### src/rtl/digi_pattern_source.sv
// digi_pattern_source
//   Emits a stored LEN-bit pattern on y, LSB first, holding each bit for DIV
//   clock cycles. A pass either completes (done pulse) or, with rpt high at
//   the end of the last bit, wraps straight back to bit 0 with no gap.
//
// Parameters
//   LEN  : pattern length in bits (2..64)
//   DIV  : clock cycles each bit is held (1..256)
//   INIT : level driven on y while not running
//
// Ports
//   clk      : clock, all state changes on its rising edge
//   rst_n    : asynchronous active-low reset
//   pattern  : pattern to capture on load
//   load     : capture pattern into the store (IDLE only)
//   start    : begin emission (IDLE only)
//   stop     : abort emission, returns to IDLE without done
//   rpt      : repeat the pattern continuously
//   y        : registered stimulus output
//   busy     : high while running
//   done     : one-cycle pulse when a non-repeating pass completes
//   bit_idx  : index of the bit currently on y
//   loop_cnt : (only with DIGI_SRC_LOOPCNT_EN) saturating count of wraps
//
// Optional feature macro: DIGI_SRC_LOOPCNT_EN adds the loop_cnt output.

module digi_pattern_source #(
    parameter int   LEN  = 16,
    parameter int   DIV  = 1,
    parameter logic INIT = 1'b0,
    localparam int  IW   = (LEN > 1) ? $clog2(LEN) : 1
) (
    input  logic           clk,
    input  logic           rst_n,
    input  logic [LEN-1:0] pattern,
    input  logic           load,
    input  logic           start,
    input  logic           stop,
    input  logic           rpt,
    output logic           y,
    output logic           busy,
    output logic           done,
    output logic [IW-1:0]  bit_idx
`ifdef DIGI_SRC_LOOPCNT_EN
    ,
    output logic [7:0]     loop_cnt
`endif
);

    localparam int            DW       = (DIV > 1) ? $clog2(DIV) : 1;
    localparam logic [IW-1:0] LAST_IDX = IW'(LEN - 1);
    localparam logic [DW-1:0] LAST_DIV = DW'(DIV - 1);

    typedef enum logic {IDLE, RUN} state_t;

    state_t         state_reg;
    logic [LEN-1:0] store_reg;
    logic [DW-1:0]  div_cnt_reg;
    logic [IW-1:0]  idx_next;

    // Only used when bit_idx is below LAST_IDX, so it never overflows in use.
    assign idx_next = bit_idx + IW'(1);

    always_ff @(posedge clk or negedge rst_n) begin
        if (!rst_n) begin
            state_reg   <= IDLE;
            store_reg   <= '0;
            div_cnt_reg <= '0;
            y           <= INIT;
            busy        <= 1'b0;
            done        <= 1'b0;
            bit_idx     <= '0;
`ifdef DIGI_SRC_LOOPCNT_EN
            loop_cnt    <= '0;
`endif
        end else begin
            done <= 1'b0;
            case (state_reg)
                IDLE: begin
                    if (load) begin
                        store_reg <= pattern;
                    end
                    // stop together with start keeps the block idle.
                    if (start && !stop) begin
                        state_reg   <= RUN;
                        // Same-cycle load must take effect for the first bit.
                        y           <= load ? pattern[0] : store_reg[0];
                        bit_idx     <= '0;
                        div_cnt_reg <= '0;
                        busy        <= 1'b1;
`ifdef DIGI_SRC_LOOPCNT_EN
                        loop_cnt    <= '0;
`endif
                    end
                end
                RUN: begin
                    if (stop) begin
                        // Abort wins over advance, wrap and completion.
                        state_reg   <= IDLE;
                        y           <= INIT;
                        busy        <= 1'b0;
                        bit_idx     <= '0;
                        div_cnt_reg <= '0;
                    end else if (div_cnt_reg == LAST_DIV) begin
                        div_cnt_reg <= '0;
                        if (bit_idx == LAST_IDX) begin
                            if (rpt) begin
                                bit_idx <= '0;
                                y       <= store_reg[0];
`ifdef DIGI_SRC_LOOPCNT_EN
                                if (loop_cnt != 8'hFF) begin
                                    loop_cnt <= loop_cnt + 8'd1;
                                end
`endif
                            end else begin
                                state_reg <= IDLE;
                                y         <= INIT;
                                busy      <= 1'b0;
                                done      <= 1'b1;
                                bit_idx   <= '0;
                            end
                        end else begin
                            bit_idx <= idx_next;
                            y       <= store_reg[idx_next];
                        end
                    end else begin
                        div_cnt_reg <= div_cnt_reg + DW'(1);
                    end
                end
            endcase
        end
    end

endmodule
### config.mk
export PLATFORM = sky130hd
export DESIGN_NAME = digi_pattern_source
export DESIGN_NICKNAME = d
export VERILOG_FILES = /design/src/rtl/digi_pattern_source.sv
export SDC_FILE = /design/constraint.sdc
export NUM_CORES = 1
export LEC_CHECK = 0
export ABC_CLOCK_PERIOD_IN_PS = 2600
export CAP_MARGIN = 10
export CORE_MARGIN = 10
export CORE_UTILIZATION = 50
export CTS_BUF_LIST = sky130_fd_sc_hd__clkbuf_4
export CTS_CLUSTER_DIAMETER = 120
export DETAILED_ROUTE_END_ITERATION = 7
export HOLD_SLACK_MARGIN = 0.08
export MAX_ROUTING_LAYER = met4
export PLACE_DENSITY = 0.81
export REMOVE_ABC_BUFFERS = 1
export SETUP_SLACK_MARGIN = 0.4
export SLEW_MARGIN = 25
export SYNTH_ARGS = -nofsm -noshare
export SYNTH_HDL_FRONTEND = slang
export SYNTH_SLANG_ARGS = --single-unit
### constraint.sdc
create_clock -name clk -period 2.6 [get_ports clk]
set_clock_uncertainty 0.1 [all_clocks]
set_input_delay 0.52 -clock clk [delete_from_list [all_inputs] [get_ports clk]]
set_output_delay 0.52 -clock clk [all_outputs]
set_load 0.005 [all_outputs]
==> results.toml <==
[global_routing]
grt_max_degree = 25
grt_pass1_vias = 796
antenna_found_initial = 0
overflow = 0
grt.total_usage_pct = 10.7
grt_pass1_wl_mm = 3.75

[clock_network]
clock-sinks = 24
clockRootBuffer = "clkbuf_4"
htreeDepth = 1
cts_buffers = 3
cts-resized-gates = 1
clk_pin_slew_ns = 0.13
clkLatencyLatePin_ns = 0.30
hold_buffers = 0
clockBufferDepth = 2
postCtsSetupRepairBufs = 0
tritoncts = "done"

[timing]
rsz0062_at_grt = "false"
hold_viol_final = 0
setup_violations = 0
final.setup.worst_slack_ns = 0.490
setup_tns_ns = 0
drv_slew = 0
worst-slew-pin-transition_ns = 0.326
slew_headroom_pct = 78.2
fin_crit_ns = 2.11
fin_crit_sh_pct = 81.2
max_freq_ghz = 0.474

[min_path]
hold_class = "register to register"
min_path_cells = 1
holdPathEnd = "store_reg[13]"
worstHoldStart = "store_reg[13]"

[cells_and_area]
nets = 138
multi_input_area_um2 = 534
fillerInstances = 167
fin_area_um2 = 1500
largest_reg_flops = 16
syn2layout_area_growth_pct = 31.0
seqCellArea_um2 = 602
drive_above_1_share_pct = 9.73
utilization_pct = 68.3
diodes = 0

[floorplanning]
initial_core_util_pct = 52.1
die_h_um = 67.8
die_area_um2 = 4600
ios = 29
core_area_um2 = 2190
dieWidth_um = 67.8
fp-row-count = 17

[run]
cap_violations = 0

[yosys]
avgSynthCellArea_um2 = 13.9
ys_seq_area_share_pct = 52.6
synth_area_um2 = 1140
synthCells = 82
synth_cell_types = 26
yosys_warnings = 0
synth-seq-cells = 24

[detailed_routing]
drc = 0
dr_wl_met3_um = 175
viasPerCell = 5.42
vias = 764
drt_pass1_iterations = 4
route.top_layer_used = "met4"
routed_wl_mm = 2.21
final_antenna_net_count = 0
wl_per_cell_um = 15.7
wl_met2_mm = 1.03
drt-met1-wl_um = 990
drtIter0Drc = 45

[power]
swShare_pct = 26.5
powerDensity_nw_per_um2 = 624
vdd_drop_max_uv = 377
p_switching_mw = 0.248
clkPwrFrac_pct = 16.8
cellInternalPower_mw = 0.686
seqPwrFrac_pct = 52.9
p_comb_share_pct = 30.3
power.leakage_nw = 0.614
total_power_mw = 0.934

[worst_setup_path]
startpoint_type = "register"
critical_path_required_ns = 2.70
worst-setup-path-type = "register to register"
arrival_ns = 2.21
crit_path_end_kind = "register"
r2r-start = "bit_idx[1]"
crit_fanout = 5
reg2reg_depth = 4
r2r_setup_slack_ns = 0.49
r2r-end = "y"

[place]
portBuffers = 28
gp_congestion = 0.841
placed_area_um2 = 1460
hpwl_mm = 1.71
dp_slack_ns = 0.426

[status]
status = "finished clean"
-- cells in the final DEF, fill, tap and decap left out, types with 2 or more instances in the layout --
master	n
clkdlybuf4s50_1	28
dfrtp_1	23
mux2_1	16
o21ai_1	5
mux4_1	4
nor2b_1	3
a21oi_1	3
nor2_1	3
nand2_1	3
clkbuf_4	3
buf_4	3
nand3_1	2
nor3_1	2
o2bb2ai_1	2
-- logic make-up after synthesis --
group | count (synthesis) | share of synthesized area [%]
flops | 24 | 52.6
mux | 22 | 27.8
simple gates | 17 | 8.22
compound gates | 13 | 7.01
buf+inv | 3 | 1.75
xor+xnor | 2 | 1.53
fa+ha+maj | 1 | 1.10
-- Yosys cell counts --
cell type / count / area [um2]
dfrtp_1: 24 / 601
mux2_1: 16 / 180
o21ai_1: 5 / 25.0
mux4_1: 4 / 105
a21oi_1: 3 / 15.0
nand2_1: 3 / 11.3
nor2_1: 3 / 11.3
nor2b_1: 3 / 18.8
nand3_1: 2 / 10.0
nor3_1: 2 / 10.0
o2bb2ai_1: 2 / 17.5
a22o_1: 1 / 8.76
a31oi_1: 1 / 6.26
and3b_1: 1 / 8.76
buf_2: 1 / 5.00
buf_6: 1 / 11.3
clkbuf_1: 1 / 3.75
ha_1: 1 / 12.5
mux2i_1: 1 / 10.0
mux4_2: 1 / 22.5
nand2b_1: 1 / 6.26
nand2b_2: 1 / 8.76
nor2b_2: 1 / 8.76
o31ai_1: 1 / 7.51
xnor2_1: 1 / 8.76
xor2_1: 1 / 8.76
-- metal layers --
layer	global-route usage, %	vias up
met1	12.5	364
met3	3.64	2
met2	17.4	25
met5	-	-
li1	-	373
met4	2.76	0
-- through the flow --
| step | std cells | hold slack (ns) |
|---|---|---|
| after detailed placement | 138 | 0.371 |
| final | 141 | 0.394 |
| after floorplan | 79 | 0.124 |
| after global routing | 141 | 0.413 |
| after CTS | 141 | 0.399 |
| after global placement | 138 | 0.359 |
-- power groups by stage --
stage	clock (mW)	combinational, mW	sequential (mW)
floorplan	0	0.161	0.491
global placement	0	0.271	0.495
detailed placement	0	0.280	0.499
CTS	0.163	0.288	0.494
global route	0.180	0.311	0.506
finish	0.157	0.283	0.494
-- how the worst max path moves through the flow --
stage / from / to / slack [ns] / cells past startpoint
CTS: bit_idx[1] / y / 0.47 / 4
global placement: bit_idx[1] / y / 0.49 / 4
floorplan: bit_idx[0] / y / 0.42 / 4
detailed placement: bit_idx[1] / y / 0.43 / 4
global route: bit_idx[1] / y / 0.42 / 4
finish: bit_idx[1] / y / 0.49 / 4
-- critical path, stage by stage, from the launching register on --
cell	delay, ns
dfrtp_2	0.46
ha_4	0.31
mux4_1	0.55
mux4_2	0.46
o2bb2ai_1	0.13
-- area by class of cell --
class	instances	area share, %
clock buffers	3	1.51
well taps	28	2.34
repair buffers	31	20.2
flip-flops and latches	24	40.2
multi-input cells	55	35.7
No activity file was read; power rests on OpenSTA's default activity.
